--- src/rtl/baccarat_pkg.sv ---
// Shared types and constants for the baccarat hand sequencer.
// Holds the FSM state encoding plus the scoring thresholds used by the controller and banker rule.
package baccarat_pkg;

    typedef enum logic [2:0] {
        DEAL_P1 = 3'd0,
        DEAL_D1 = 3'd1,
        DEAL_P2 = 3'd2,
        DEAL_D2 = 3'd3,
        EVAL    = 3'd4,
        BANKER  = 3'd5,
        DONE    = 3'd6
    } state_t;

    localparam logic [3:0] RANK_NONE     = 4'd0;
    localparam logic [3:0] NATURAL_MIN   = 4'd8;
    localparam logic [3:0] DRAW_MAX      = 4'd5;
    localparam logic [1:0] SETTLE_CYCLES = 2'd2;

    localparam logic [2:0] SLOT_0    = 3'b001;
    localparam logic [2:0] SLOT_1    = 3'b010;
    localparam logic [2:0] SLOT_2    = 3'b100;
    localparam logic [2:0] SLOT_NONE = 3'b000;

    // Baccarat point value of a rank: tens and face cards count zero.
    function automatic logic [3:0] card_value(input logic [3:0] rank);
        logic [3:0] value;
        if (rank == RANK_NONE) begin
            value = 4'd0;
        end else if (rank >= 4'd10) begin
            value = 4'd0;
        end else begin
            value = rank;
        end
        return value;
    endfunction

endpackage

--- src/rtl/baccarat_sm_banker_draw.sv ---
// Banker third-card tableau: decides whether the dealer draws, given the
// dealer's two-card score and the rank of the player's third card.
module banker_draw
    import baccarat_pkg::*;
(
    input  logic [3:0] dealer_score,
    input  logic [3:0] rank,
    output logic       draw
);

    logic [3:0] third_value;

    // Tableau lookup keyed on dealer score, windowed on the player's third-card value.
    always_comb begin
        third_value = card_value(rank);
        draw        = 1'b0;
        case (dealer_score)
            4'd0, 4'd1, 4'd2: draw = 1'b1;
            4'd3:             draw = (third_value != 4'd8);
            4'd4:             draw = (third_value >= 4'd2) && (third_value <= 4'd7);
            4'd5:             draw = (third_value >= 4'd4) && (third_value <= 4'd7);
            4'd6:             draw = (third_value >= 4'd6) && (third_value <= 4'd7);
            default:          draw = 1'b0;
        endcase
    end

endmodule

--- src/rtl/baccarat_sm.sv ---
// Baccarat hand sequencer: paces card-load strobes to the datapath on each step,
// applies the player/banker drawing rules and registers the final result.
module baccarat_sm
    import baccarat_pkg::*;
(
    input  logic       clk,
    input  logic       rst,
    input  logic       step,
    input  logic [3:0] player_score,
    input  logic [3:0] dealer_score,
    input  logic [3:0] player_card3,
    output logic [2:0] deal_player_card,
    output logic [2:0] deal_dealer_card,
    output logic       player_win,
    output logic       dealer_win,
    output logic       busy,
    output logic       done
);

    state_t     state_r;
    state_t     state_nxt;
    logic [1:0] settle_r;
    logic [1:0] settle_nxt;
    logic [2:0] player_strobe_nxt;
    logic [2:0] dealer_strobe_nxt;
    logic       accept_s;
    logic       natural_s;
    logic       banker_draw_s;
    logic       result_load_s;

    banker_draw u_banker_draw (
        .dealer_score (dealer_score),
        .rank         (player_card3),
        .draw         (banker_draw_s)
    );

    assign accept_s  = step && (settle_r == 2'd0) && (state_r != DONE);
    assign natural_s = (player_score >= NATURAL_MIN) || (dealer_score >= NATURAL_MIN);
    // The last card loaded one cycle after its strobe, so scores are final when the window has one cycle left.
    assign result_load_s = (state_r == DONE) && (settle_r == 2'd1) && !done;

    // Next-state and strobe selection for an accepted step.
    always_comb begin
        state_nxt         = state_r;
        player_strobe_nxt = SLOT_NONE;
        dealer_strobe_nxt = SLOT_NONE;
        if (accept_s) begin
            case (state_r)
                DEAL_P1: begin
                    player_strobe_nxt = SLOT_0;
                    state_nxt         = DEAL_D1;
                end
                DEAL_D1: begin
                    dealer_strobe_nxt = SLOT_0;
                    state_nxt         = DEAL_P2;
                end
                DEAL_P2: begin
                    player_strobe_nxt = SLOT_1;
                    state_nxt         = DEAL_D2;
                end
                DEAL_D2: begin
                    dealer_strobe_nxt = SLOT_1;
                    state_nxt         = EVAL;
                end
                EVAL: begin
                    if (natural_s) begin
                        state_nxt = DONE;
                    end else if (player_score <= DRAW_MAX) begin
                        player_strobe_nxt = SLOT_2;
                        state_nxt         = BANKER;
                    end else if (dealer_score <= DRAW_MAX) begin
                        dealer_strobe_nxt = SLOT_2;
                        state_nxt         = DONE;
                    end else begin
                        state_nxt = DONE;
                    end
                end
                BANKER: begin
                    if (banker_draw_s) begin
                        dealer_strobe_nxt = SLOT_2;
                    end else begin
                        dealer_strobe_nxt = SLOT_NONE;
                    end
                    state_nxt = DONE;
                end
                DONE: begin
                    state_nxt = DONE;
                end
                default: begin
                    state_nxt = DEAL_P1;
                end
            endcase
        end else begin
            state_nxt = state_r;
        end
    end

    // Settle window: reloads on every accepted step, then counts down to idle.
    always_comb begin
        settle_nxt = 2'd0;
        if (accept_s) begin
            settle_nxt = SETTLE_CYCLES;
        end else if (settle_r != 2'd0) begin
            settle_nxt = settle_r - 2'd1;
        end else begin
            settle_nxt = 2'd0;
        end
    end

    // State, settle counter and all registered outputs.
    always_ff @(posedge clk) begin
        if (rst) begin
            state_r          <= DEAL_P1;
            settle_r         <= 2'd0;
            busy             <= 1'b0;
            deal_player_card <= SLOT_NONE;
            deal_dealer_card <= SLOT_NONE;
            player_win       <= 1'b0;
            dealer_win       <= 1'b0;
            done             <= 1'b0;
        end else begin
            state_r          <= state_nxt;
            settle_r         <= settle_nxt;
            busy             <= (settle_nxt != 2'd0);
            deal_player_card <= player_strobe_nxt;
            deal_dealer_card <= dealer_strobe_nxt;
            if (result_load_s) begin
                player_win <= (player_score >= dealer_score);
                dealer_win <= (dealer_score >= player_score);
                done       <= 1'b1;
            end else begin
                player_win <= player_win;
                dealer_win <= dealer_win;
                done       <= done;
            end
        end
    end

endmodule

--- config.mk ---
export PLATFORM = sky130hd
export DESIGN_NAME = baccarat_sm
export DESIGN_NICKNAME = d
export VERILOG_FILES = /design/src/rtl/baccarat_pkg.sv /design/src/rtl/baccarat_sm_banker_draw.sv /design/src/rtl/baccarat_sm.sv
export SDC_FILE = /design/constraint.sdc
export NUM_CORES = 1
export LEC_CHECK = 0
export CORE_MARGIN = 5
export CORE_UTILIZATION = 29
export CTS_CLUSTER_SIZE = 28
export DETAILED_ROUTE_END_ITERATION = 10
export PLACE_DENSITY = 0.61
export SLEW_MARGIN = 10
export SYNTH_ARGS = -nofsm -noshare
export SYNTH_HDL_FRONTEND = slang
export SYNTH_SLANG_ARGS = --single-unit
--- constraint.sdc ---
create_clock -name clk -period 1.8 [get_ports clk]
set_input_delay 0.18 -clock clk [delete_from_list [all_inputs] [get_ports clk]]
set_output_delay 0.18 -clock clk [all_outputs]
set_load 0.02 [all_outputs]
==> results of run 1 <==
[power groups by stage]
| stage | clock (mW) | combinational (mW) | sequential (mW) |
|---|---|---|---|
| 2_1_floorplan | 0 | 0.0572 | 0.360 |
| 3_3_place_gp | 0 | 0.110 | 0.362 |
| 3_5_place_dp | 0 | 0.113 | 0.362 |
| 4_1_cts | 0.201 | 0.113 | 0.354 |
| 5_1_grt | 0.215 | 0.123 | 0.357 |
| 6_report | 0.192 | 0.113 | 0.354 |
[worst max-delay path: stages]
cell and delay, ps:
clkdlybuf4s50_1 470, or3b_1 350, maj3_2 310, a211o_1 300, a21oi_2 100
[worst paths after layout]
kind                                 startpoint                  end  slack [ps]  cells past startpoint
worst max-delay path            player_card3[1]  deal_dealer_card[2]         300                      5
worst min-delay path                settle_r[0]          settle_r[0]         450                      1
worst max register to register       state_r[2]           dealer_win         340                      4
worst min register to register      settle_r[0]          settle_r[0]         450                      1
[layout make-up]
cell class                 instances  share of cell area
tap                               30              0.0367
clock buffer                       4              0.0257
sequential                        15               0.294
multi-input combinational         57               0.361
inverter                           9              0.0330
timing repair buffer              26               0.250
[state kept, by name, indices dropped and copies added, names as in the netlist]
| name | flops |
|---|---|
| busy | 1 |
| deal_dealer_card | 3 |
| deal_player_card | 3 |
| dealer_win | 1 |
| done | 1 |
| player_win | 1 |
| settle_r | 2 |
| state_r | 3 |
[per-layer routing]
layer | track usage | routed length [µm] | part of all wire | up-vias
met1 | 0.116 | 770 | 0.48 | 291
met5 | 0 | 0 | 0 | -
met2 | 0.151 | 736 | 0.46 | 16
met4 | 0.00949 | 0 | 0 | 0
li1 | - | - | - | 345
met3 | 0.0410 | 100 | 0.062 | 0
[through the flow]
step | worst slack, ps | util
6_report | 302 | 0.420
5_1_grt | 193 | 0.420
4_1_cts | 300 | 0.420
3_5_place_dp | 3.77 | 0.409
3_3_place_gp | 32.0 | 0.409
2_1_floorplan | 415 | -
[synthesized netlist by cell type, types with 2 or more instances]
cell type  number
clkbuf_1        5
nand4_1         3
or3b_1          2
nor2_1         11
o21ai_0         2
nand2_1        10
inv_1           9
nand3b_1        2
dfxtp_1        15
ha_1            4
a21oi_1         4
nor3_1          4
[layout by cell type (no fill, tap or decap), types with 3 or more instances in the layout]
master	n
ha_1	4
nand2_1	10
nand4_1	3
nor3_1	4
a21oi_1	4
dfxtp_1	15
clkdlybuf4s50_1	24
clkbuf_4	3
inv_1	9
nor2_1	11
[cells by family (layout without fill, tap and decap cells)]
logic type / count (synthesis) / after routing
and+or+nand+nor: 38 / 38
DFF: 15 / 15
buffers and inverters: 14 / 39
AOI/OAI and AO/OA: 13 / 13
adders and majority gates: 5 / 5
xor gates and xnor gates: 1 / 1
==> qor.yml, run 1 <==
layout:
  layoutNonFillerInstCount: 141
  area_growth_syn_to_layout_pct: 41.6
  design_area_mm2: 0.00102
  multiInputGateArea_um2: 369
  seq_area_um2: 300
  n_fill_cell: 252
  drive_gt1_frac: 0.0991
  antenna_cells: 0
  nets: 131
logic_synthesis:
  syn_nets: 105
  synth.yosys.seq_area_share: 0.416
  syn_avg_cell_area_um2: 8.39
  synth_top_area_cell: "dfxtp_1"
  synth_mux_area_frac: 0
  synth-edff-count: 0
  synth-compound-area-share: 0.127
  synthAdderAreaFrac: 0.0849
  synth-seq-cells: 15
  synthCells: 86
  yosysWarnings: 0
  yosys-top-cells-area: "dfxtp_1 42%, ha_1 6.9%, nor2_1 5.7%, nand2_1 5.2%, inv_1 4.7%"
  netlist.area_leader.share: 0.416
  ys.flop_type: "dfxtp_1"
  async_flop_share: 0
  synthesis.area_um2: 722
  yosys.area_share.simple: 0.288
  synth-xor-area-share: 0.0121
  ys_types: 27
  synth_top_family_by_area: "simple AND/OR/NAND/NOR gates"
worst_setup_path:
  crit_arrival_ps: 1720
  cp-start-kind: "primary input"
  cp.required_ps: 2020
  critPathKind: "primary input to flop"
  crit_path_max_fanout: 2
  end_kind: "flop"
min_path:
  hold_class: "flop to flop"
sta:
  fmax_ghz: 0.668
  timing.final.max_slew_violations: 0
  max-slew-margin-rel: 0.700
  min_period_ps: 1500
  fin_crit_sh: 0.832
  tightest_slew_ps: 446
  hold_violations: 0
  final-setup-viol-count: 0
  fin_worst_skew_ps: 3.18
  finalSetupTns_ps: 0
  hold_ws_ps: 454
  rsz0062_at_grt: "false"
place:
  dp.cells: 137
  placed_cell_area_um2: 996
  port_buffers: 24
  place.gp.congestion: 0.752
  hpwl_um: 1320
floorplanning:
  initial_utilization: 0.297
  die_x_um: 59.9
  io_pins: 25
  fp.coreArea_mm2: 0.00243
  die_h_um: 59.9
  die_area_mm2: 0.00359
  rows: 18
clock_network:
  clkLatencyLatePin_ps: 280
  cts_max_level: 1
  cts.sinks: 15
  cts_tree: "built"
  ctsHoldBuffers: 0
  cts-buffers-inserted: 3
  root_buffer: "clkbuf_4"
  clock_path_buffers: 2
  post_cts.repair.setup_buffers: 0
  cts_resized: 0
  clkSlewWorstSetupHoldPaths_ps: 90
pwr:
  p_sw_mw: 0.168
  power_density_mw_per_mm2: 644
  p_leak_nw: 0.388
  p_sw_frac: 0.255
  vdd_ir_drop_max_uv: 333
  p_comb_frac: 0.171
  power_frac_clock: 0.291
  internal-power_mw: 0.491
  pwr-share-seq: 0.538
  power_mw: 0.659
grt:
  grt_pass1_vias: 590
  overflow: 0
  grt_pass1_wl_um: 2520
  antenna_found_initial: 0
  grt_max_degree: 10
  grt_use_total: 0.0926
detailed_routing:
  first_iter_violations: 9
  wire_per_inst_um: 11.4
  route.detailed.drc: 0
  wl_um: 1610
  via_per_inst: 4.62
  firstDrtPassIters: 4
  num_vias: 652
  ant_nets: 0
run:
  maxCapViolations: 0
status:
  status: "complete, no violations"
Power figures use the tool's default switching activity.
==> inputs of run 2 (changes only) <==
--- a/config.mk
+++ b/config.mk
@@ -9,7 +9,7 @@
 export CORE_UTILIZATION = 29
 export CTS_CLUSTER_SIZE = 28
 export DETAILED_ROUTE_END_ITERATION = 10
-export PLACE_DENSITY = 0.61
+export PLACE_DENSITY = 0.63
 export SLEW_MARGIN = 10
 export SYNTH_ARGS = -nofsm -noshare
 export SYNTH_HDL_FRONTEND = slang
==> constraint.sdc (replaced) <==
create_clock -name clk -period 1.2 [get_ports clk]
set_input_delay 0.12 -clock clk [delete_from_list [all_inputs] [get_ports clk]]
set_output_delay 0.12 -clock clk [all_outputs]
set_load 0.02 [all_outputs]
==> run 2 against run 1 <==
Compared with the run above: the run now ends with negative setup slack left; critical path type is now flop to flop; worst setup slack got worse by 460 ps; final cell count increased by 13%; combinational power increased by 120%; power increased by 59%; die area unchanged; via count increased by 18%; largest power group unchanged; first-iteration DRC count unchanged; flip-flop and latch count unchanged; clock power increased by 46%.
==> qor.yml, run 2 (synthesis results as in run 1) <==
clock_network:
  cts.sinks: 15  # unchanged
  cts-buffers-inserted: 3  # unchanged
  clkLatencyLatePin_ps: 280  # about the same
  clock_path_buffers: 2  # unchanged
  root_buffer: "clkbuf_4"
  cts_max_level: 1  # unchanged
  cts_tree: "built"
  clkSlewWorstSetupHoldPaths_ps: 80  # about the same
layout:
  layoutNonFillerInstCount: 159  # +13%
  final_common_cell: "buf_4"
  drive_gt1_frac: 0.364  # +0.265
  reg_top3: "deal_dealer_card: 3 flops, deal_player_card: 3 flops, state_r: 3 flops"
  area_growth_syn_to_layout_pct: 71.2
  antenna_cells: 0  # unchanged
  design_area_mm2: 0.00124  # +21%
  mostFrequentLayoutCells: "20 x buf_4, 12 x dfxtp_1, 12 x dlygate4sd2_1"
  nets: 149  # +14%
pwr:
  p_sw_frac: 0.258  # +0.00331
  vdd_ir_drop_max_uv: 609  # +83%
  power_density_mw_per_mm2: 848  # +32%
  p_comb_frac: 0.233  # +0.062
  p_leak_nw: 0.533  # +38%
  internal-power_mw: 0.777  # +58%
  pwr-share-seq: 0.500  # -0.038
  power_frac_clock: 0.267  # -0.024
  p_sw_mw: 0.271  # +61%
grt:
  overflow: 0  # unchanged
  grt_pass1_wl_um: 3240  # +29%
  grt_max_degree: 9  # -1
  grt_pass1_vias: 790  # +34%
  antenna_found_initial: 0  # unchanged
  grt_use_total: 0.120  # +0.0277
detailed_routing:
  wl_um: 1870  # +17%
  num_vias: 767  # +18%
  wire_per_inst_um: 11.8  # +3.4%
  first_iter_violations: 9  # unchanged
  ant_nets: 0  # unchanged
  via_per_inst: 4.82  # +4.3%
  firstDrtPassIters: 3  # -1
  route.detailed.drc: 0  # unchanged
sta:
  fin_worst_skew_ps: 2.91  # -0.274 ps
  final-setup-viol-count: 11  # +11
  fmax_ghz: 0.737
  hold_violations: 0  # unchanged
  rsz0062_at_grt: "true"
  tightest_slew_ps: 309  # -138 ps
  min_period_ps: 1360
  max-slew-margin-rel: 0.792  # +0.0920
  finalSetupTns_ps: -912  # -912 ps
  fin_ws_ps: -156  # -458 ps
  hold_ws_ps: 476  # +22.3 ps
  timing.final.max_slew_violations: 0  # unchanged
  fin_crit_sh: 1.13
floorplanning:
  die_h_um: 59.9  # unchanged
  fp.coreArea_mm2: 0.00243  # unchanged
  die_x_um: 59.9  # unchanged
  die_area_mm2: 0.00359  # unchanged
  initial_utilization: 0.297  # unchanged
  io_pins: 25  # unchanged
  rows: 18  # unchanged
status:
  status: "finished with violations"
  violations: "negative setup slack"
worst_setup_path:
  cp.required_ps: 1420  # -600 ps
  critPathKind: "flop to flop"
  critical_path.max_stage_delay_ps: 380  # -90 ps
  critical_path_buf_inv_count: 2  # +1
  crit_top_cell: "buf_4"
  end_kind: "flop"
  cp_top_family: "simple AND/OR/NAND/NOR gates"
  crit_arrival_ps: 1570  # -150 ps
  path_cells: "or3b_4, buf_4, buf_4, nor2_1, nand2_1, a21oi_2"
  cp-start-kind: "flop"
  slowest_stage: "or3b_4"
  crit_path_max_fanout: 4  # +2
  rrSetupSlack_ps: -160  # -500 ps
place:
  hpwl_um: 1530  # +16%
  dp.cells: 153  # +12%
  place.gp.congestion: 0.806  # +7.1%
  port_buffers: 24  # unchanged
  placed_cell_area_mm2: 0.00113  # +14%
run:
  maxCapViolations: 0  # unchanged
min_path:
  hold_class: "primary input to flop"
-- run 2: changes by cell type in the layout (fill, tap and decap cells not counted), moves of 3 or more --
cell,change
dfxtp_1,-3
dlygate4sd2_1,+12
buf_4,+18
clkdlybuf4s50_1,-13
dfxtp_2,+3
-- run 2: repair_timing --
item,CTS,global route
buffers inserted,1,1
pin swaps,7,1
resized for setup,25,9
endpoints found under the setup margin,23,15
hold buffers,0,0
-- run 2: through the flow --
stage                     total power, mW  setup WS, ps  utilization
after floorplan                     0.630          -180            -
after global placement              0.753          -467        0.466
after detailed placement            0.759          -497        0.466
after CTS                            1.05          -140        0.492
after global routing                 1.11          -235        0.508
final                                1.05          -156        0.508
-- run 2: power groups by stage --
stage,Combinational [mW],Sequential [mW],Clock [mW]
after global placement,0.219,0.534,0
after detailed placement,0.224,0.535,0
after global routing,0.272,0.526,0.316
after CTS,0.233,0.523,0.292
after floorplan,0.0888,0.542,0
final,0.244,0.524,0.280
-- run 2: layout make-up --
type / instances / area [µm²]
sequential: 15 / 304
clock buffer: 4 / 26.3
multi-input combinational: 57 / 459
timing repair buffer: 44 / 375
tap: 30 / 37.5
inverter: 9 / 33.8
fill: 243 / 1200
-- run 2: worst paths after layout --
| path | to | depth (start not counted) | from |
|---|---|---|---|
| max | state_r[0] | 6 | settle_r[0] |
| min | deal_dealer_card[2] | 6 | player_card3[3] |
| max reg2reg | state_r[0] | 6 | settle_r[0] |
| min reg2reg | settle_r[0] | 2 | settle_r[0] |
-- run 2: per-layer routing --
layer  global-route usage  up-vias  share of wire
met2                0.211       16           0.51
met3               0.0475        4          0.046
met1                0.135      362           0.42
met5                    0        -              0
li1                     -      385              -
met4               0.0285        0          0.016
-- run 2: worst register-to-register path: cells and delay by family, from the launching register on --
family	cells	cell delay [ps]
flops	1	330
compound gates	1	130
simple gates	3	540
buf+inv	2	300
==> inputs of run 3 (changes only) <==
--- a/config.mk
+++ b/config.mk
@@ -9,6 +9,7 @@
 export CORE_UTILIZATION = 29
 export CTS_CLUSTER_SIZE = 28
 export DETAILED_ROUTE_END_ITERATION = 10
+export GPL_TIMING_DRIVEN = 0
 export PLACE_DENSITY = 0.63
 export SLEW_MARGIN = 10
 export SYNTH_ARGS = -nofsm -noshare
==> run 3 against run 2 <==
Compared with the run above: first-iteration DRC count is 33% lower; largest power group unchanged; non-clock buffer count decreased by 9; the flow still finishes with violations (negative setup slack); global-route usage decreased by 0.74 points; critical path depth down 3; critical endpoint is now deal_dealer_card[0].
==> qor.yml, run 3 (synthesis results as in run 1) <==
floorplanning:
  die_area_mm2: 0.00359  # unchanged
  initial_utilization: 0.297  # unchanged
  die_x_um: 59.9  # unchanged
  die_h_um: 59.9  # unchanged
  fp.coreArea_mm2: 0.00243  # unchanged
  rows: 18  # unchanged
  io_pins: 25  # unchanged
grt:
  antenna_found_initial: 0  # unchanged
  grt_use_total: 0.113  # -0.00742
  grt_max_degree: 10  # +1
  overflow: 0  # unchanged
  grt_pass1_wl_um: 3070  # -5.3%
  grt_pass1_vias: 730  # -7.6%
worst_setup_path:
  cp.required_ps: 1410  # about the same
  worstRegToRegCells: 3  # -3
  crit_arrival_ps: 1590  # +20 ps
  crit_path_start: "settle_r[0]"
  crit-reg2reg-launch: "settle_r[0]"
  critical_path.max_stage_delay_ps: 420  # +40 ps
  crit_cells: 3  # -3
  rrSetupSlack_ps: -180  # -20 ps
  cp_top_family: "simple AND/OR/NAND/NOR gates"
  crit_path_max_fanout: 4  # unchanged
  critPathKind: "flop to flop"
  critical_path_buf_inv_count: 0  # -2
  end_kind: "flop"
  path_cells: "or3b_4, or3_4, nor3_2"
  cp-start-kind: "flop"
  slowest_stage: "or3b_4"
sta:
  fin_crit_sh: 1.15  # +0.0207
  timing.final.max_slew_violations: 0  # unchanged
  fmax_ghz: 0.724  # -1.8%
  final-setup-viol-count: 11  # unchanged
  finalSetupTns_ps: -1000  # -90.3 ps
  fin_worst_skew_ps: 4.16  # +1.26 ps
  tightest_slew_ps: 476  # +168 ps
  rsz0062_at_grt: "true"
  hold_violations: 0  # unchanged
  max-slew-margin-rel: 0.682  # -0.109
  fin_ws_ps: -181  # -24.9 ps
  min_period_ps: 1380  # +24.9 ps
min_path:
  hold_depth: 2  # -4
  hold_class: "primary input to flop"
  min-delay-start: "rst"
detailed_routing:
  wl_um: 1920  # +2.2%
  via_per_inst: 4.81  # -0.36%
  route.detailed.drc: 0  # unchanged
  first_iter_violations: 6  # -3
  wire_per_inst_um: 12.8  # +8.4%
  num_vias: 721  # -6.0%
  ant_nets: 0  # unchanged
  firstDrtPassIters: 3  # unchanged
layout:
  nets: 140  # -6.0%
  reg_top3: "deal_dealer_card: 3 flops, deal_player_card: 3 flops, state_r: 3 flops"
  antenna_cells: 0  # unchanged
  drive_gt1_frac: 0.325  # -0.0393
  mostFrequentLayoutCells: "10 x dfxtp_1, 10 x dlygate4sd2_1, 9 x inv_1, 9 x nand2_1, 9 x buf_4"
  layoutNonFillerInstCount: 150  # -5.7%
  area_growth_syn_to_layout_pct: 64.0
status:
  violations: "negative setup slack"
  status: "finished with violations"
clock_network:
  clkSlewWorstSetupHoldPaths_ps: 80  # about the same
  ctsHoldBuffers: 0  # unchanged
  cts_tree: "built"
  cts-buffers-inserted: 3  # unchanged
  clock_path_buffers: 2  # unchanged
  cts.sinks: 15  # unchanged
  root_buffer: "clkbuf_4"
  cts_max_level: 1  # unchanged
  clkLatencyLatePin_ps: 280  # about the same
place:
  hpwl_um: 1310  # -15%
  port_buffers: 23  # -4.2%
  dp.cells: 139  # -9.2%
  place.gp.congestion: 0.812  # +0.79%
pwr:
  p_sw_mw: 0.271  # +0.18%
  power_density_mw_per_mm2: 871  # +2.8%
  p_leak_nw: 0.509  # -4.6%
  p_comb_frac: 0.224  # -0.009
  power_frac_clock: 0.269  # +0.002
  internal-power_mw: 0.760  # -2.2%
  vdd_ir_drop_max_uv: 726  # +19%
  p_sw_frac: 0.263  # +0.00466
  pwr-share-seq: 0.507  # +0.007
run:
  maxCapViolations: 0  # unchanged
[run 3: cell types whose count changed in the layout (fill, tap and decap cells not counted), moves of 3 or more]
cell,change
buf_4,-11
clkdlybuf4s50_1,-3
nor2_1,-4
nor2_2,+3
[run 3: final timing paths]
kind                                       endpoint
worst max register to register  deal_dealer_card[0]
worst min register to register          settle_r[0]
worst min-delay path                           done
worst max-delay path            deal_dealer_card[0]
[run 3: metal layers]
metal / up-vias / routed length, µm / global-route usage
li1: 360 / - / -
met1: 346 / 828 / 0.127
met2: 13 / 993 / 0.205
met3: 2 / 84 / 0.0389
met4: 0 / 8 / 0.0190
met5: - / 0 / 0
[run 3: area by class of cell]
| cell class | instances | area [µm²] |
|---|---|---|
| repair buffers | 34 | 313 |
| well taps | 30 | 37.5 |
| flip-flops and latches | 15 | 309 |
| plain buffers | 1 | 3.75 |
| clock buffers | 4 | 26.3 |
| multi-input cells | 57 | 460 |
| fillers | 244 | 1250 |
| inverters | 9 | 33.8 |
[run 3: power by group through the flow]
stage	Sequential [mW]	Combinational, mW	Clock [mW]
CTS	0.521	0.221	0.292
floorplan	0.542	0.0888	0
detailed placement	0.534	0.182	0
global placement	0.533	0.179	0
global route	0.524	0.253	0.307
finish	0.522	0.231	0.278
[run 3: metrics by stage]
stage	area [µm²]	utilization	power (mW)	hold slack [ps]	worst slack, ps
floorplan	743	-	0.630	322	-180
global placement	1010	0.416	0.712	421	-505
detailed placement	1010	0.416	0.715	446	-510
CTS	1170	0.480	1.03	233	-190
global route	1180	0.487	1.08	252	-231
finish	1180	0.487	1.03	240	-181
[run 3: what timing repair did]
action	in CTS	in global routing
gates resized for setup	36	13
endpoints found under the setup margin	23	14
buffers inserted	11	0
pin swaps	12	9
